===== src/rtl/program_memory_pkg.sv =====
// rtl/program_memory_pkg.sv - shared constants and loader state type for program_memory
// Purpose : default widths, the fill word returned for unloaded/out-of-range fetches,
//           and the byte-loader FSM state encoding.
package program_memory_pkg;

   localparam int INSTR_WIDTH_DEF = 16;
   localparam int PC_WIDTH_DEF    = 8;

   localparam logic [INSTR_WIDTH_DEF-1:0] INSTR_FILL = '0;

   typedef enum logic [1:0] {
      LOAD_HI = 2'd0,
      LOAD_LO = 2'd1,
      RUN     = 2'd2,
      ERROR   = 2'd3
   } pmem_state_t;

endpackage


===== src/rtl/imem_ram.sv =====
// rtl/imem_ram.sv - single-write-port, single-synchronous-read-port instruction RAM
// Purpose : block-RAM-inferable storage, contents deliberately not reset.
// Ports   : clk_i      - clock
//           we_i       - write enable
//           waddr_i    - write address
//           wdata_i    - write data
//           raddr_i    - read address, data appears on rdata_o after the next rising edge
//           rdata_o    - registered read data
module imem_ram #(
   parameter int ADDR_WIDTH = 8,
   parameter int DATA_WIDTH = 16
) (
   input  logic                  clk_i,
   input  logic                  we_i,
   input  logic [ADDR_WIDTH-1:0] waddr_i,
   input  logic [DATA_WIDTH-1:0] wdata_i,
   input  logic [ADDR_WIDTH-1:0] raddr_i,
   output logic [DATA_WIDTH-1:0] rdata_o
);

   logic [DATA_WIDTH-1:0] mem_q [2**ADDR_WIDTH];
   logic [DATA_WIDTH-1:0] rdata_q;

   // No reset on the array or the read register so the tools map this onto block RAM.
   always_ff @(posedge clk_i) begin
      if (we_i) begin
         mem_q[waddr_i] <= wdata_i;
      end
      rdata_q <= mem_q[raddr_i];
   end

   assign rdata_o = rdata_q;

endmodule


===== src/rtl/program_memory.sv =====
// rtl/program_memory.sv - byte-stream loaded program memory with CPU hold and fetch port
// Purpose : assembles big-endian byte pairs into instruction words, stores them in
//           imem_ram, then serves registered fetches while holding the CPU in reset
//           until a complete, well-formed program is present.
// Ports   : clk, reset_n                  - clock, asynchronous active-low reset
//           load_data/valid/last/ready    - byte load stream (high byte first)
//           reload                        - discard program and restart loading (RUN/ERROR)
//           pc, instruction               - fetch address in, word out one cycle later
//           cpu_hold, loaded, load_error  - status
//           word_count                    - words loaded so far
module program_memory
   import program_memory_pkg::*;
#(
   parameter int INSTR_WIDTH = INSTR_WIDTH_DEF,
   parameter int PC_WIDTH    = PC_WIDTH_DEF
) (
   input  logic                   clk,
   input  logic                   reset_n,
   input  logic [7:0]             load_data,
   input  logic                   load_valid,
   input  logic                   load_last,
   output logic                   load_ready,
   input  logic                   reload,
   input  logic [PC_WIDTH-1:0]    pc,
   output logic [INSTR_WIDTH-1:0] instruction,
   output logic                   cpu_hold,
   output logic                   loaded,
   output logic                   load_error,
   output logic [PC_WIDTH:0]      word_count
);

   localparam logic [INSTR_WIDTH-1:0] FILL_WORD = INSTR_WIDTH'(INSTR_FILL);
   localparam logic [PC_WIDTH:0]      WC_ONE    = {{PC_WIDTH{1'b0}}, 1'b1};

   pmem_state_t            state_q, state_d;
   logic [7:0]             hi_q, hi_d;
   logic [PC_WIDTH:0]      word_count_q, word_count_d;
   logic                   rd_valid_q;

   logic                   transfer;
   logic                   ram_we;
   logic [INSTR_WIDTH-1:0] ram_rdata;

   assign load_ready = (state_q == LOAD_HI) || (state_q == LOAD_LO);
   assign transfer   = load_valid && load_ready;

   always_comb begin
      state_d      = state_q;
      hi_d         = hi_q;
      word_count_d = word_count_q;
      ram_we       = 1'b0;
      unique case (state_q)
         LOAD_HI: begin
            if (transfer) begin
               // The MSB of word_count set means the array is already full.
               if (word_count_q[PC_WIDTH] || load_last) begin
                  state_d = ERROR;
               end else begin
                  hi_d    = load_data;
                  state_d = LOAD_LO;
               end
            end
         end
         LOAD_LO: begin
            if (transfer) begin
               ram_we       = reset_n;
               word_count_d = word_count_q + WC_ONE;
               state_d      = load_last ? RUN : LOAD_HI;
            end
         end
         RUN, ERROR: begin
            if (reload) begin
               state_d      = LOAD_HI;
               word_count_d = '0;
            end
         end
         default: state_d = LOAD_HI;
      endcase
   end

   always_ff @(posedge clk or negedge reset_n) begin
      if (!reset_n) begin
         state_q      <= LOAD_HI;
         hi_q         <= '0;
         word_count_q <= '0;
         rd_valid_q   <= 1'b0;
      end else begin
         state_q      <= state_d;
         hi_q         <= hi_d;
         word_count_q <= word_count_d;
         // Tracks whether the word now being read lies inside the loaded program,
         // so stale words from an earlier, longer program are never exposed.
         rd_valid_q   <= ({1'b0, pc} < word_count_q);
      end
   end

   imem_ram #(
      .ADDR_WIDTH (PC_WIDTH),
      .DATA_WIDTH (INSTR_WIDTH)
   ) u_imem_ram (
      .clk_i   (clk),
      .we_i    (ram_we),
      .waddr_i (word_count_q[PC_WIDTH-1:0]),
      .wdata_i (INSTR_WIDTH'({hi_q, load_data})),
      .raddr_i (pc),
      .rdata_o (ram_rdata)
   );

   // Gating on the current state makes the fill word appear the cycle a reload lands.
   assign instruction = ((state_q == RUN) && rd_valid_q) ? ram_rdata : FILL_WORD;
   assign cpu_hold    = (state_q != RUN);
   assign loaded      = (state_q == RUN);
   assign load_error  = (state_q == ERROR);
   assign word_count  = word_count_q;

endmodule


===== config.mk =====
export PLATFORM = sky130hd
export DESIGN_NAME = program_memory
export DESIGN_NICKNAME = d
export VERILOG_FILES = /design/src/rtl/program_memory_pkg.sv /design/src/rtl/imem_ram.sv /design/src/rtl/program_memory.sv
export SDC_FILE = /design/constraint.sdc
export NUM_CORES = 2
export LEC_CHECK = 0
export CORE_UTILIZATION = 65
export DETAILED_ROUTE_END_ITERATION = 10
export HOLD_SLACK_MARGIN = 0.12
export PLACE_DENSITY = 0.79
export SETUP_SLACK_MARGIN = 0.1
export SYNTH_ARGS = -nofsm -noshare
export SYNTH_HDL_FRONTEND = slang
export SYNTH_HIERARCHICAL = 1
export SYNTH_SLANG_ARGS = --single-unit

===== constraint.sdc =====
create_clock -name clk -period 10.6 [get_ports clk]
set_input_delay 1.59 -clock clk [delete_from_list [all_inputs] [get_ports clk]]
set_output_delay 1.59 -clock clk [all_outputs]
set_load 0.1 [all_outputs]

==> out/metrics.csv <==
metric,value,unit
outcome,"complete, but fails checks",
failing checks,max-capacitance violations,
max cap viols,1,
Max-slew headroom,1.15,%
Ys Warns,6,
worst-case reg-to-reg path depth,6,
reg-to-reg endpoint,u_imem_ram/mem_q[135][1],
die area,0.248,mm2
FILL cells,12800,
critical path class,primary input to flop,
Setup TNS,0,ps
R2R Setup Slk,6470,ps
Syn Std Cell Area,0.160,mm2
fin util,72.8,%
initial antenna violation count,24,
first-pass GRT wire length,606000,um
Hold Path Class,flop to flop,
CP startpoint kind,primary input,
Syn Nets,7514,
H-tree Lvls,5,
All-Layer GR Usage,34.7,%
"most common cell after layout, fill and taps aside",edfxtp_1,
"Distinct cells, synth",64,
Slew @ Worst Pin,1470,ps
"Hold-fix buffers, CTS",0,
# setup viols final,0,
GRT overflow,0,
register area share after synthesis,77.4,%
fin. max-slew vios,0,
fmax,169,MHz
Final Critical Period,5920,ps
RSZ-0062 raised after global routing,false,
final setup margin,4680,ps
pwr dens,200,mW/mm2
largest net degree at the start of global routing,198,
Setup WS pre-CTS,3870,ps
CP Data Required Time,11400,ps
chip height,498,um
Post-synth EDFFs,4096,
Via-to-Cell Ratio,7.42,
vias in the first global route,83600,
Clock Sinks,4132,
Routed WL per cell,37.7,um
Vias,84500,
Final ANT Viol Nets,0,
DR DRC count,0,
clk_lat worst skew,1020,ps
IO buf count,49,
Post-Syn Instances,7485,
WHS Endpoint,state_q[0],
Clock Path Buffers,4,
total CTS buffers,407,
setup repair bufs after CTS,0,
Critical Path End Type,flop,
Core ar.,0.244,mm2
clk_skew,84.2,ps
CP max FO,86,
share of layout cells above drive strength 1,23.0,%
post-cts sizing count,0,
drt first pass iters,6,
Syn Area/Cell,21.4,um2
Final Wtd Congestion,0.889,
site row count,181,
peak supply drop,0.000187,V
Main synth FF type,edfxtp_1,
Layout area overhead,11.0,%
"flops & latches, synth",4132,
Total Nets Final,7876,
reg2reg start,state_q[0],
most frequent cells in the layout,"4096 x edfxtp_1, 797 x mux4_2, 567 x mux2i_1, 412 x clkbuf_16, 346 x buf_4",
final hold viol count,0,
initial drt markers,14400,
clock slew at reported path FFs,60,ps
# IOs,50,
CTS tree,yes,
Pleak,56.5,nW
Final HPWL DP,233000,um
Final Non-Filler Cells,11400,
min-delay src,state_q[0],
CP arrival,6720,ps
Worst Hold Path Cells,2,
Root Driver,clkbuf_16,
drt total wl,430000,um
dpl cells,10600,
Die W,498,um
async set-reset flop share out of synthesis,0.484,%
period utilization,55.9,%
Starting Density,65.6,%
synth_stat cells (all sizes together), types with 4 or more instances:
master   number  area share, %
nor2        307           0.72
a211oi       19          0.089
o22ai       149           0.58
o221ai      253            1.4
a2111oi       6          0.033
buf         224            1.1
inv          16          0.038
edfxtp     4096             77
nand3        39           0.12
dfrtp        20           0.31
nor2b        10          0.039
clkbuf      232           0.55
ha            8          0.063
dfxtp        16           0.20
a31oi         7          0.027
o21ai        43           0.13
a22oi        43           0.20
a21oi       183           0.57
nand4b        4          0.022
and3         27           0.11
nor3         93           0.29
mux2         96           0.68
mux4        797             11
nor4         20          0.092
a221oi       28           0.15
nand2        46           0.11
nand4        28           0.11
or2           5          0.020
mux2i       567            3.5
a22o         32           0.18
o32ai        21           0.12
o31ai        20          0.094
nand2b        4          0.020
layout make-up:
class	instances	area, um2	share of cell area [%]
diodes	27	67.6	0.0380
clock buffers	499	10700	6.02
clock inverters	229	1930	1.09
inverters	16	72.6	0.0409
multi-input cells	2881	33500	18.9
flip-flops and latches	4132	124000	69.7
well taps	3202	4010	2.26
repair buffers	409	3450	1.94
power breakdown:
group          total, mW  internal (mW)  switching, mW
clock               13.9           7.91           5.98
combinational       2.34          0.573           1.77
sequential          19.2           18.9          0.326
state kept, by name, summed over array words and instances (netlist names):
signal              flops
state_q                 2
word_count              9
u_imem_ram/rdata_o     16
u_imem_ram/mem_q     4096
hi_q                    8
rd_valid_q              1
cell families after synthesis:
group / after synthesis / share of synthesized area, %
DFF: 4132 / 77.4
and+or+nand+nor: 602 / 1.75
muxes: 1460 / 15.4
buffers and inverters: 472 / 1.73
adders and majority gates: 8 / 0.0626
AOI/OAI and AO/OA: 811 / 3.61
per-stage QoR:
stage | area [um2] | hold slack (ps) | power [mW]
2_1_floorplan | 160000 | 585 | 20.9
3_3_place_gp | 165000 | 692 | 21.7
3_5_place_dp | 165000 | 708 | 21.8
4_1_cts | 177000 | 793 | 35.4
5_1_grt | 178000 | 820 | 36.2
6_report | 178000 | 819 | 35.5
layer usage:
metal,wire length [um],track usage (%),up-vias
li1,-,-,32500
met1,142000,46.3,43200
met2,201000,52.8,7452
met3,61900,9.86,1374
met4,25400,18.1,22
met5,155,0.135,-
worst max-delay path by stage:
stage                           from                    end  slack (ps)  depth (start not counted)
final                          pc[0]  u_imem_ram/rdata_o[2]        4680                          9
after global routing           pc[0]  u_imem_ram/rdata_o[2]        4680                          9
after CTS                      pc[0]  u_imem_ram/rdata_o[2]        4870                          9
after detailed placement       pc[0]  u_imem_ram/rdata_o[2]        3870                          9
after global placement         pc[0]  u_imem_ram/rdata_o[7]        3640                          9
after floorplan           state_q[1]        instruction[10]        6330                          4
worst max-delay path, stage by stage:
cell     delay (ps)
buf_16          490
buf_12          480
buf_4           840
mux4_2          620
mux2_2          290
a22oi_1         480
nand2_1         320
o32ai_1        1130
nor4_1          200
Power figures use the tool's default switching activity.
